`config.mk`:
```
export PLATFORM = sky130hd
export DESIGN_NAME = fir_mac_sequencer
export DESIGN_NICKNAME = d
export VERILOG_FILES = /design/src/rtl/fir_mac_sequencer.sv
export SDC_FILE = /design/constraint.sdc
export NUM_CORES = 1
export LEC_CHECK = 0
export ABC_CLOCK_PERIOD_IN_PS = 15400
export CORE_MARGIN = 2
export CORE_UTILIZATION = 45
export DETAILED_ROUTE_END_ITERATION = 16
export DONT_BUFFER_PORTS = 1
export PLACE_DENSITY = 0.63
export SYNTH_ARGS = -nofsm -noshare
export SYNTH_HDL_FRONTEND = slang
export SYNTH_SLANG_ARGS = --single-unit
```
`constraint.sdc`:
```
create_clock -name clk -period 15.4 [get_ports clk]
set_clock_uncertainty 0.2 [all_clocks]
set_input_delay 1.54 -clock clk [delete_from_list [all_inputs] [get_ports clk]]
set_output_delay 1.54 -clock clk [all_outputs]
set_load 0.02 [all_outputs]
```
`src/rtl/fir_mac_sequencer.sv`:
```
// Time-multiplexed FIR controller: TAPS-deep delay line, coefficient regfile
// and one shared signed MAC, with round-half-up and saturation to n bits.
//
// state | meaning
// ------+--------------------------------------------------------------
// IDLE  | waiting for in_valid; accepts samples and coefficient writes
// MAC   | one tap per cycle: acc += d[idx] * coef[idx]
// ROUND | round, saturate and register out; pulse out_valid
module fir_mac_sequencer #(
    parameter int n    = 12,
    parameter int TAPS = 8,
    parameter int CW   = 12,
    parameter int AW   = $clog2(TAPS),
    parameter int ACCW = n + CW + $clog2(TAPS)
) (
    input  logic          clk,
    input  logic          rst,
    input  logic          in_valid,
    input  logic [n-1:0]  in,
    output logic [n-1:0]  out,
    output logic          out_valid,
    output logic          busy,
    output logic          overrun,
    input  logic          cfg_we,
    input  logic [AW-1:0] cfg_addr,
    input  logic [CW-1:0] cfg_data,
    output logic          cfg_err,
    input  logic          flag_clr
);

    typedef enum logic [1:0] {IDLE, MAC, ROUND} state_t;

    localparam logic signed [CW-1:0] COEF_ONE = CW'((1 << (CW - 1)) - 1);
    localparam logic signed [ACCW:0] RND_BIAS = (ACCW + 1)'(1 << (CW - 2));
    localparam logic signed [ACCW:0] SMAX     = (ACCW + 1)'((1 << (n - 1)) - 1);
    localparam logic signed [ACCW:0] SMIN     = ~SMAX;

    state_t                 state;
    logic signed [n-1:0]    d    [TAPS];
    logic signed [CW-1:0]   coef [TAPS];
    logic [AW-1:0]          idx;
    logic signed [ACCW-1:0] acc;

    logic signed [n+CW-1:0] prod;
    logic signed [ACCW:0]   rnd;
    logic signed [ACCW:0]   shr;
    logic [n-1:0]           sat;
    logic                   addr_ok;

    // With a power-of-two depth every address is a real tap.
    if ((1 << AW) == TAPS) begin : g_addr_pow2
        assign addr_ok = 1'b1;
    end else begin : g_addr_npow2
        assign addr_ok = (cfg_addr < AW'(TAPS));
    end

    assign prod = d[idx] * coef[idx];

    always_comb begin
        rnd = (ACCW + 1)'(acc) + RND_BIAS;
        shr = rnd >>> (CW - 1);
        if (shr > SMAX)
            sat = SMAX[n-1:0];
        else if (shr < SMIN)
            sat = SMIN[n-1:0];
        else
            sat = shr[n-1:0];
    end

    always_ff @(posedge clk) begin
        if (rst) begin
            state     <= IDLE;
            out       <= '0;
            out_valid <= 1'b0;
            busy      <= 1'b0;
            overrun   <= 1'b0;
            cfg_err   <= 1'b0;
            idx       <= '0;
            acc       <= '0;
            for (int k = 0; k < TAPS; k++) begin
                d[k]    <= '0;
                coef[k] <= (k == 0) ? COEF_ONE : '0;
            end
        end else begin
            out_valid <= 1'b0;

            // Clear first so a same-cycle set takes priority.
            if (flag_clr) begin
                overrun <= 1'b0;
                cfg_err <= 1'b0;
            end
            if (in_valid && busy)
                overrun <= 1'b1;
            if (cfg_we && (busy || !addr_ok))
                cfg_err <= 1'b1;
            if (cfg_we && !busy && addr_ok)
                coef[cfg_addr] <= cfg_data;

            case (state)
                IDLE: begin
                    if (in_valid) begin
                        d[0] <= in;
                        for (int k = 1; k < TAPS; k++)
                            d[k] <= d[k-1];
                        acc   <= '0;
                        idx   <= '0;
                        busy  <= 1'b1;
                        state <= MAC;
                    end
                end
                MAC: begin
                    acc <= acc + ACCW'(prod);
                    idx <= idx + AW'(1);
                    if (idx == AW'(TAPS - 1))
                        state <= ROUND;
                end
                ROUND: begin
                    out       <= sat;
                    out_valid <= 1'b1;
                    busy      <= 1'b0;
                    state     <= IDLE;
                end
                default: begin
                    busy  <= 1'b0;
                    state <= IDLE;
                end
            endcase
        end
    end

endmodule

```
==> metrics, run 1 <==
synth top area cells=edfxtp_1 (33%), fa_1 (20%), mux4_2 (6.2%); Die X=200 um; row count=71; CP max stage delay=980 ps; drt first pass iters=5; post-CTS sizing=0; Synth-to-Final Area Change=8.07%; later-pin clock latency in the skew report=560 ps; synthesized instance count=about 1.5k; CP Launch Type=flip-flop; FFs w/ async S/R, synth=0; EDFF count, synth=roughly 190; antenna violations before repair=0; post-DP HPWL=28.5 mm; R2R depth=18; WP data arrival=roughly 8500 ps; Chip Height=200 um; syn_nets=between 1.5k and 2k; CTS tree=yes; post-route ant nets=0; worst path buffer plus inverter count=2; Final Core Density=0.496; part of the Yosys area used for sequential elements=0.391; R2R Path End=acc[26]; first-pass GRT wire length=63.1 mm; wire length per cell=19.5 um; Post-CTS Setup Bufs=0; Detailed Route WL=around 39 mm; CTS buffer count=26; Nets=1755; cell mode on critical path=fa_1; crit-path cells=mux4_2, mux2i_1, inv_1, nand2_1, fa_1, fa_1, inv_1, fa_1, fa_1, fa_1, ha_1, ha_1, nand3_1, o311a_1, a31oi_1, a221oi_1, a211o_1, o211ai_2; routability cong.=a little under 0.9; Synth Flop Type=edfxtp_1; Sink Count=243; Slew HR=0.240; max-cap violation count=0; internal reg-to-reg setup slack=7170 ps; Final Hold Viols=0; critical path required time=15690 ps; min Tclk post-route=8230 ps; Worst path depth=18; Port Buffers=0; register bit count reported by yosys=243; Antenna Cells=0; worst slew pin tran=1140 ps; RSZ-0062 raised after global routing=false; Worst setup EP type=flip-flop; leading area contributor after synthesis=edfxtp_1; largest net degree at the start of global routing=74; Filler cells=3412; drt via density=5.42; Mapped Area=17400 um^2; Root Driver=clkbuf_16; vias in the first global route=11.5k; Total GRT Usage=0.200; final worst-path cycle share=0.534; Slowest cell on crit path=dfxtp_4; DRT iter0 DRCs=884; Yosys cell types=a little under 70; synthesized area per cell=~12 um^2; die area=approximately 40000 um^2; crit-path max FO=48; Max Slew Vio Count=0; DRC Markers=0; core area=37800 um^2; CTS Buffer Depth=3; H-tree level count=1; IO Pins=48; Final Setup Violations=0; Worst Setup EP=acc[26]; Hold-fix buffers, CTS=0; yosys warns=0; Initial Util=0.459; total grt overflow=0; status=completed; Clock transition at path regs=~60 ps; share of post-route cells with drive strength above 1=0.0994; post-synth top area share=0.332; worst hold path type=reg2reg; CP Class=reg2reg; crit-path leading delay family=adder cells; Max Freq=122 MHz; Setup TNS=0 ps; via count=approximately 11k
==> cell type report <==
| cell class | instances | area [um^2] | area share |
|---|---|---|---|
| sequential | 243 | 6790 | 0.362 |
| tap | 511 | 639 | 0.0341 |
| clock inverter | 14 | 170 | 0.00907 |
| clock buffer | 31 | 669 | 0.0357 |
| multi-input combinational | 975 | 9560 | 0.510 |
| timing repair buffer | 20 | 150 | 0.00800 |
| inverter | 206 | 773 | 0.0412 |
==> registers in the layout, indices dropped and copies added (netlist names), named ones only <==
signal,count
out,12
overrun,1
cfg_err,1
state,2
coef,96
out_valid,1
busy,1
d,96
idx,3
acc,27
==> how the worst min path moves through the flow <==
stage          depth (start not counted)     end  startpoint  slack [ps]
2_1_floorplan                          2  acc[9]      acc[9]         230
3_3_place_gp                           2  acc[9]      acc[9]         240
3_5_place_dp                           2  acc[9]      acc[9]         260
4_1_cts                                2  acc[9]      acc[9]         280
5_1_grt                                1  acc[3]      acc[3]         310
6_report                               2  acc[9]      acc[9]         270
==> synth_stat cells (7+ instances only) <==
library cell / count
edfxtp_1: 192
xor2_1: 9
mux2i_1: 19
or2_2: 13
buf_2: 12
and2_1: 157
nand2_1: 99
a211oi_1: 7
dfxtp_1: 51
inv_1: 206
a21oi_1: 28
xnor2_1: 26
mux4_2: 48
clkbuf_1: 42
a22oi_1: 8
nor2_1: 122
fa_1: 175
nor2b_1: 30
a22o_1: 11
nand2b_1: 7
nor3_1: 22
ha_1: 76
mux2_2: 16
o21ai_0: 24
==> stage by stage <==
stage	instance area [um^2]	setup slack [ps]	hold WS, ps	std cells
global placement	17900	7320	238	1955
detailed placement	17900	7070	261	1955
CTS	18800	7060	275	2000
floorplan	17400	6170	225	1484
finish	18800	7170	270	2000
global route	18800	6510	309	2000
==> cells by family after synthesis <==
group / synth area share
AO/OA/AOI/OAI: 0.0476
XOR/XNOR: 0.0177
adder cells (fa/ha/maj): 0.257
buffers and inverters: 0.0593
flip-flops: 0.391
multiplexers: 0.0853
AND/OR/NAND/NOR: 0.143
==> cell usage in the layout, fill, tap and decap left out, types with 3 or more instances in the layout <==
master / netlist / routed
nand2b_1: 7 / 7
nor2_1: 122 / 122
nand2_1: 99 / 99
a22oi_1: 8 / 8
and2_1: 157 / 157
clkinv_2: 0 / 3
bufinv_16: 0 / 3
nor2b_1: 30 / 30
edfxtp_1: 192 / 192
inv_1: 206 / 206
nor4_1: 6 / 6
a22o_1: 11 / 11
a21oi_1: 28 / 28
o21ai_1: 3 / 9
o21bai_1: 5 / 5
dfxtp_1: 51 / 48
ha_1: 76 / 76
mux2i_1: 19 / 19
nand3_1: 6 / 6
clkbuf_1: 42 / 5
fa_1: 175 / 175
and3_1: 4 / 4
mux4_2: 48 / 48
a211oi_1: 7 / 7
nand4_1: 6 / 6
o21a_1: 3 / 3
or2_2: 13 / 13
buf_4: 1 / 20
o2111ai_1: 3 / 3
nor3_1: 22 / 20
a31oi_1: 3 / 3
clkinv_1: 0 / 5
a21o_1: 5 / 5
xor2_1: 9 / 9
mux2_2: 16 / 16
xnor2_1: 26 / 26
clkbuf_16: 0 / 26
o21ai_0: 24 / 17
==> worst reg2reg max path, stage by stage, from the launching register on <==
cell and delay [ps]:
dfxtp_4 980, mux4_2 640, mux2i_1 770, inv_1 130, nand2_1 160, fa_1 850, fa_1 560, inv_1 80
fa_1 460, fa_1 530, fa_1 490, ha_1 310, ha_1 430, nand3_1 180, o311a_1 400, a31oi_1 390
a221oi_1 180, a211o_1 340, o211ai_2 80
==> layer usage <==
layer	wire length, um	vias up	global-route usage
met5	0	-	0
met1	16300	5541	0.262
met2	19600	310	0.355
met3	2190	48	0.0270
li1	-	4932	-
met4	780	0	0.0479
Power of run 1 is not shown: default switching activity piles up to over one toggle a cycle in this logic, so the estimate is an artifact.
==> inputs of run 2 (changes only) <==
- ABC_CLOCK_PERIOD_IN_PS: 15400 -> 8300
- clock period: 15.4 -> 8.3 ns (I/O delays scaled with it)
==> run 2 against run 1 <==
Design area increased by 0.55%. Sequential share of layout area decreased by 0.20 points. Sequential cell count unchanged. First-iteration DRC count is 17% lower. Non-clock buffer count up 10. Largest cell class unchanged. Highest routed layer unchanged.
==> metrics, run 2 (synthesis results as in run 1) <==
critical path required time=8580 ps (-7110 ps); drt via density=5.32 (-1.8%); max-cap violation count=0 (unchanged); Worst setup EP type=flip-flop; CP max stage delay=770 ps (-210 ps); routability cong.=0.904 (+1.9%); H-tree level count=1 (unchanged); Worst Hold End=acc[11]; Synth-to-Final Area Change=8.67%; Port Buffers=0 (unchanged); CP Launch Type=flip-flop; Filler cells=3406 (-0.18%); post-DP HPWL=29.2 mm (+2.3%); Initial Util=0.459 (unchanged); R2R Path End=acc[26]; drt first pass iters=5 (unchanged); Die X=200 um (unchanged); Total GRT Usage=0.197 (-0.00382); post-CTS sizing=0 (unchanged); min Tclk post-route=7770 ps (-463 ps); crit-path cells=buf_12, mux4_2, mux2_2, inv_1, nor2_1, inv_1, fa_1, fa_1, inv_1, fa_1, fa_1, inv_1, fa_1, inv_1, ha_1, ha_1, nand3_1, o311a_1, a31oi_1, a221oi_1, a211o_1, o211ai_2; Slew HR=0.208 (-0.0329); Max Slew Vio Count=0 (unchanged); Sink Count=243 (unchanged); CTS tree=yes; worst slew pin tran=1190 ps (+51.7 ps); largest registers=coef x96, d x96, acc x27; Max Freq=129 MHz (+6.0%); DRT iter0 DRCs=730 (-17%); area of the multi-input gates=9560 um^2 (about the same); row count=71 (unchanged); Antenna Cells=0 (unchanged); Chip Height=200 um (unchanged); post-route ant nets=0 (unchanged); die area=40200 um^2 (unchanged); CTS Buffer Depth=3 (unchanged); DRC Markers=0 (unchanged); crit-path max FO=25 (-48%); commonest non-fill, non-tap cell in the layout=inv_1; Slowest cell on crit path=fa_1; core area=37800 um^2 (unchanged); antenna violations before repair=0 (unchanged); Post-CTS Setup Bufs=0 (unchanged); Clock transition at path regs=80 ps (+20 ps); Final Setup Violations=0 (unchanged); Final Hold Viols=0 (unchanged); Root Driver=clkbuf_16; vias in the first global route=11.5k (+0.36%); Hold Path Depth=1 (-1); R2R depth=22 (+4); share of post-route cells with drive strength above 1=0.109 (+0.00965); largest net degree at the start of global routing=93 (+26%); Setup TNS=0 ps (unchanged); via count=10.7k (-1.0%); first-pass GRT wire length=62.5 mm (-0.93%); CP Class=reg2reg; Sequential Area=6790 um^2 (unchanged); commonest non-fill, non-tap cells in the layout=inv_1 (206), edfxtp_1 (192), fa_1 (175), and2_1 (157), nor2_1 (122); status=completed; Hold-fix buffers, CTS=0 (unchanged); total grt overflow=0 (unchanged); internal reg-to-reg setup slack=530 ps (-6640 ps); worst hold path type=in2reg; Detailed Route WL=38.3 mm (-1.7%); hold_sp=rst; later-pin clock latency in the skew report=570 ps (about the same); RSZ-0062 raised after global routing=false; Nets=1766 (+0.63%); CTS buffer count=27 (+3.8%); wire length per cell=19.0 um (-2.4%); final worst-path cycle share=0.936 (+0.401); WP data arrival=8050 ps (-460 ps); IO Pins=48 (unchanged)
run 2: worst max path at each step:
stage | start | end | slack (ps) | depth (start not counted)
after floorplan | flip-flop | acc[26] | 1240 | 21
after global placement | flip-flop | acc[26] | 670 | 20
after detailed placement | flip-flop | acc[26] | 540 | 22
after CTS | flip-flop | acc[26] | 520 | 22
after global routing | flip-flop | acc[26] | 150 | 22
final | flip-flop | acc[26] | 530 | 22
run 2: metal layers:
metal	vias up	routed length, um	track usage
li1	4945	-	-
met1	5417	16000	0.259
met2	299	18800	0.335
met3	60	2370	0.0327
met4	0	1020	0.0587
met5	-	0	0
run 2: layout make-up:
cell class	instances	share of cell area
clock buffer	33	0.0375
inverter	206	0.0410
tap	511	0.0339
multi-input combinational	975	0.507
sequential	243	0.360
clock inverter	17	0.00743
timing repair buffer	30	0.0133
run 2: worst max-delay path: cells and delay by family (launching register included):
family,cells,cell delay [ps]
adder cells (fa/ha/maj),7,3580
AO/OA/AOI/OAI,5,1440
buffers and inverters,6,680
AND/OR/NAND/NOR,2,250
flip-flops,1,580
multiplexers,2,920
run 2: per-stage QoR:
| step | setup WS, ps | cells | hold WS [ps] | util | cell area [um^2] |
|---|---|---|---|---|---|
| finish | 535 | 2015 | 120 | 0.498 | 18900 |
| global route | 150 | 2015 | 95.3 | 0.498 | 18900 |
| CTS | 517 | 2015 | 102 | 0.498 | 18900 |
| detailed placement | 539 | 1965 | 254 | 0.476 | 18000 |
| global placement | 669 | 1965 | 239 | 0.476 | 18000 |
| floorplan | 1240 | 1484 | 225 | - | 17400 |
Power of run 2 is left out for the same reason.
==> inputs of run 3 (changes only) <==
- ABC_AREA: default -> 1
- PLACE_DENSITY: 0.63 -> default
- PLACE_DENSITY_LB_ADDON: default -> 0.25
==> run 3 against run 2 <==
Worst setup slack improved by 240 ps. Area after synthesis rose by 3.9%. Clock-buffer cell count is 4 higher. Critical path depth increased by 7. Synthesized cell count grew 38%. Register-to-register slack improved by 240 ps. Utilization is 0.98 points lower. Sequential cell count did not move.
==> metrics, run 3 <==
Yosys cell types=42 (-38%); Setup TNS=0 ps (unchanged); Port Buffers=0 (unchanged); Initial Util=0.455 (-0.00387); drt first pass iters=5 (unchanged); Synth-to-Final Area Change=7.44%; max-cap violation count=0 (unchanged); hold_ws=130 ps (+9.33 ps); post-synth top area share=0.320 (-0.0124); Worst setup EP type=flip-flop; die area=41700 um^2 (+3.8%); worst path buffer plus inverter count=10 (+4); Total GRT Usage=0.215 (+0.0180); Filler cells=3822 (+12%); IO Pins=48 (unchanged); Sink Count=243 (unchanged); Max Freq=133 MHz (+3.2%); Mapped Area=18000 um^2 (+3.9%); Hold-fix buffers, CTS=0 (unchanged); total grt overflow=0 (unchanged); min Tclk post-route=7520 ps (-241 ps); CTS buffer count=27 (unchanged); Commonest cells post-synth=inv_1 (402), nor2_1 (372), nand2_1 (298); vias in the first global route=13.2k (+15%); Clock transition at path regs=60 ps (-20 ps); FFs w/ async S/R, synth=0 (unchanged); synth top area cells=edfxtp_1 (32%), fa_1 (19%), inv_1 (8.4%); status=completed; post-CTS sizing=0 (unchanged); cell mode on critical path=inv_1; Slowest cell on crit path=fa_1; Root Driver=clkbuf_16; worst slew pin tran=1230 ps (+46.2 ps); part of the Yosys area used for sequential elements=0.376 (-0.0145); leading area contributor after synthesis=edfxtp_1; Chip Height=204 um (+1.9%); placed cell count=2524 (+28%); later-pin clock latency in the skew report=570 ps (about the same); Slew HR=0.177 (-0.0308); dpl ws=801 ps (+262 ps); Synth Flop Type=edfxtp_1; Final Setup Violations=0 (unchanged); first-pass GRT wire length=70.9 mm (+13%); wire length per cell=16.8 um (-12%); most numerous cell in the Yosys netlist=inv_1; CP Class=reg2reg; antenna violations before repair=0 (unchanged); commonest non-fill, non-tap cell in the layout=inv_1; CP Launch Type=flip-flop; DRT iter0 DRCs=1079 (+48%); synthesized instance count=2055 (+38%); largest net degree at the start of global routing=97 (+4.3%); Nets=2311 (+31%); H-tree level count=1 (unchanged); post-DP HPWL=32.2 mm (+10%); post-route ant nets=0 (unchanged); Die X=204 um (+1.9%); Antenna Cells=0 (unchanged); row count=73 (+2.8%); critical path required time=8600 ps (+20 ps); synthesized area per cell=8.77 um^2 (-25%); drt via density=5.09 (-4.2%); Detailed Route WL=43.2 mm (+13%); crit-path leading delay family=adder cells; via count=13.1k (+22%); Final Hold Viols=0 (unchanged); Post-CTS Setup Bufs=0 (unchanged); final worst-path cycle share=0.907 (-0.0290); CP max stage delay=730 ps (-40 ps); RSZ-0062 raised after global routing=false; register bit count reported by yosys=243 (unchanged); share of post-route cells with drive strength above 1=0.0567 (-0.0524); Max Slew Vio Count=0 (unchanged); CTS Buffer Depth=3 (unchanged); EDFF count, synth=192 (unchanged); CTS tree=yes; crit-path max FO=96 (+280%); final non-filler cell total=2572 (+28%); core area=39600 um^2 (+4.7%); yosys warns=0 (unchanged); commonest non-fill, non-tap cells in the layout=inv_1 (401), nor2_1 (370), nand2_1 (297), edfxtp_1 (192), fa_1 (175); DRC Markers=0 (unchanged); largest registers=coef x96, d x96, acc x27; syn_nets=2338 (+32%); hold_sp=rst; routability cong.=0.930 (+2.8%); WP data arrival=7820 ps (-230 ps); worst hold path type=in2reg; setup ws final=776 ps (+241 ps)
## run 3: layout make-up
| class | count | area (um^2) | area share |
|---|---|---|---|
| clock buffer | 37 | 733 | 0.0379 |
| clock inverter | 11 | 146 | 0.00756 |
| inverter | 410 | 1540 | 0.0796 |
| multi-input combinational | 1326 | 9350 | 0.483 |
| sequential | 243 | 6790 | 0.350 |
| tap | 525 | 657 | 0.0339 |
| timing repair buffer | 20 | 150 | 0.00775 |
## run 3: routing by layer
metal / vias to the layer above / share of wire / global-route usage / wire length [um]
met1: 6343 / 0.47 / 0.310 / 20200
met5: - / 0 / 0 / 0
met4: 0 / 0.022 / 0.0559 / 956
met2: 341 / 0.45 / 0.343 / 19600
met3: 59 / 0.057 / 0.0268 / 2450
li1: 6361 / - / - / -
## run 3: worst paths after layout
kind             end  slack (ps)  cells past startpoint
max          acc[26]         780                     29
max reg2reg  acc[26]         780                     29
min reg2reg   acc[7]         260                      2
min          overrun         130                      1
## run 3: worst reg2reg max path, delay by kind of cell, from the launching register on
family	cells	cell delay (ps)
flip-flops	1	350
AO/OA/AOI/OAI	4	1010
AND/OR/NAND/NOR	8	990
adder cells (fa/ha/maj)	7	3350
buffers and inverters	10	1540
## run 3: kinds of logic after synthesis
family | synth area share
XOR/XNOR | 0.00826
AND/OR/NAND/NOR | 0.163
AO/OA/AOI/OAI | 0.0986
flip-flops | 0.376
buffers and inverters | 0.106
adder cells (fa/ha/maj) | 0.247
multiplexers | 0.000555
## run 3: stage by stage
stage | instance area [um^2] | utilization
floorplan | 18000 | -
global placement | 18500 | 0.466
detailed placement | 18500 | 0.466
CTS | 19400 | 0.489
global route | 19400 | 0.489
finish | 19400 | 0.489
Power of run 3 is left out for the same reason.
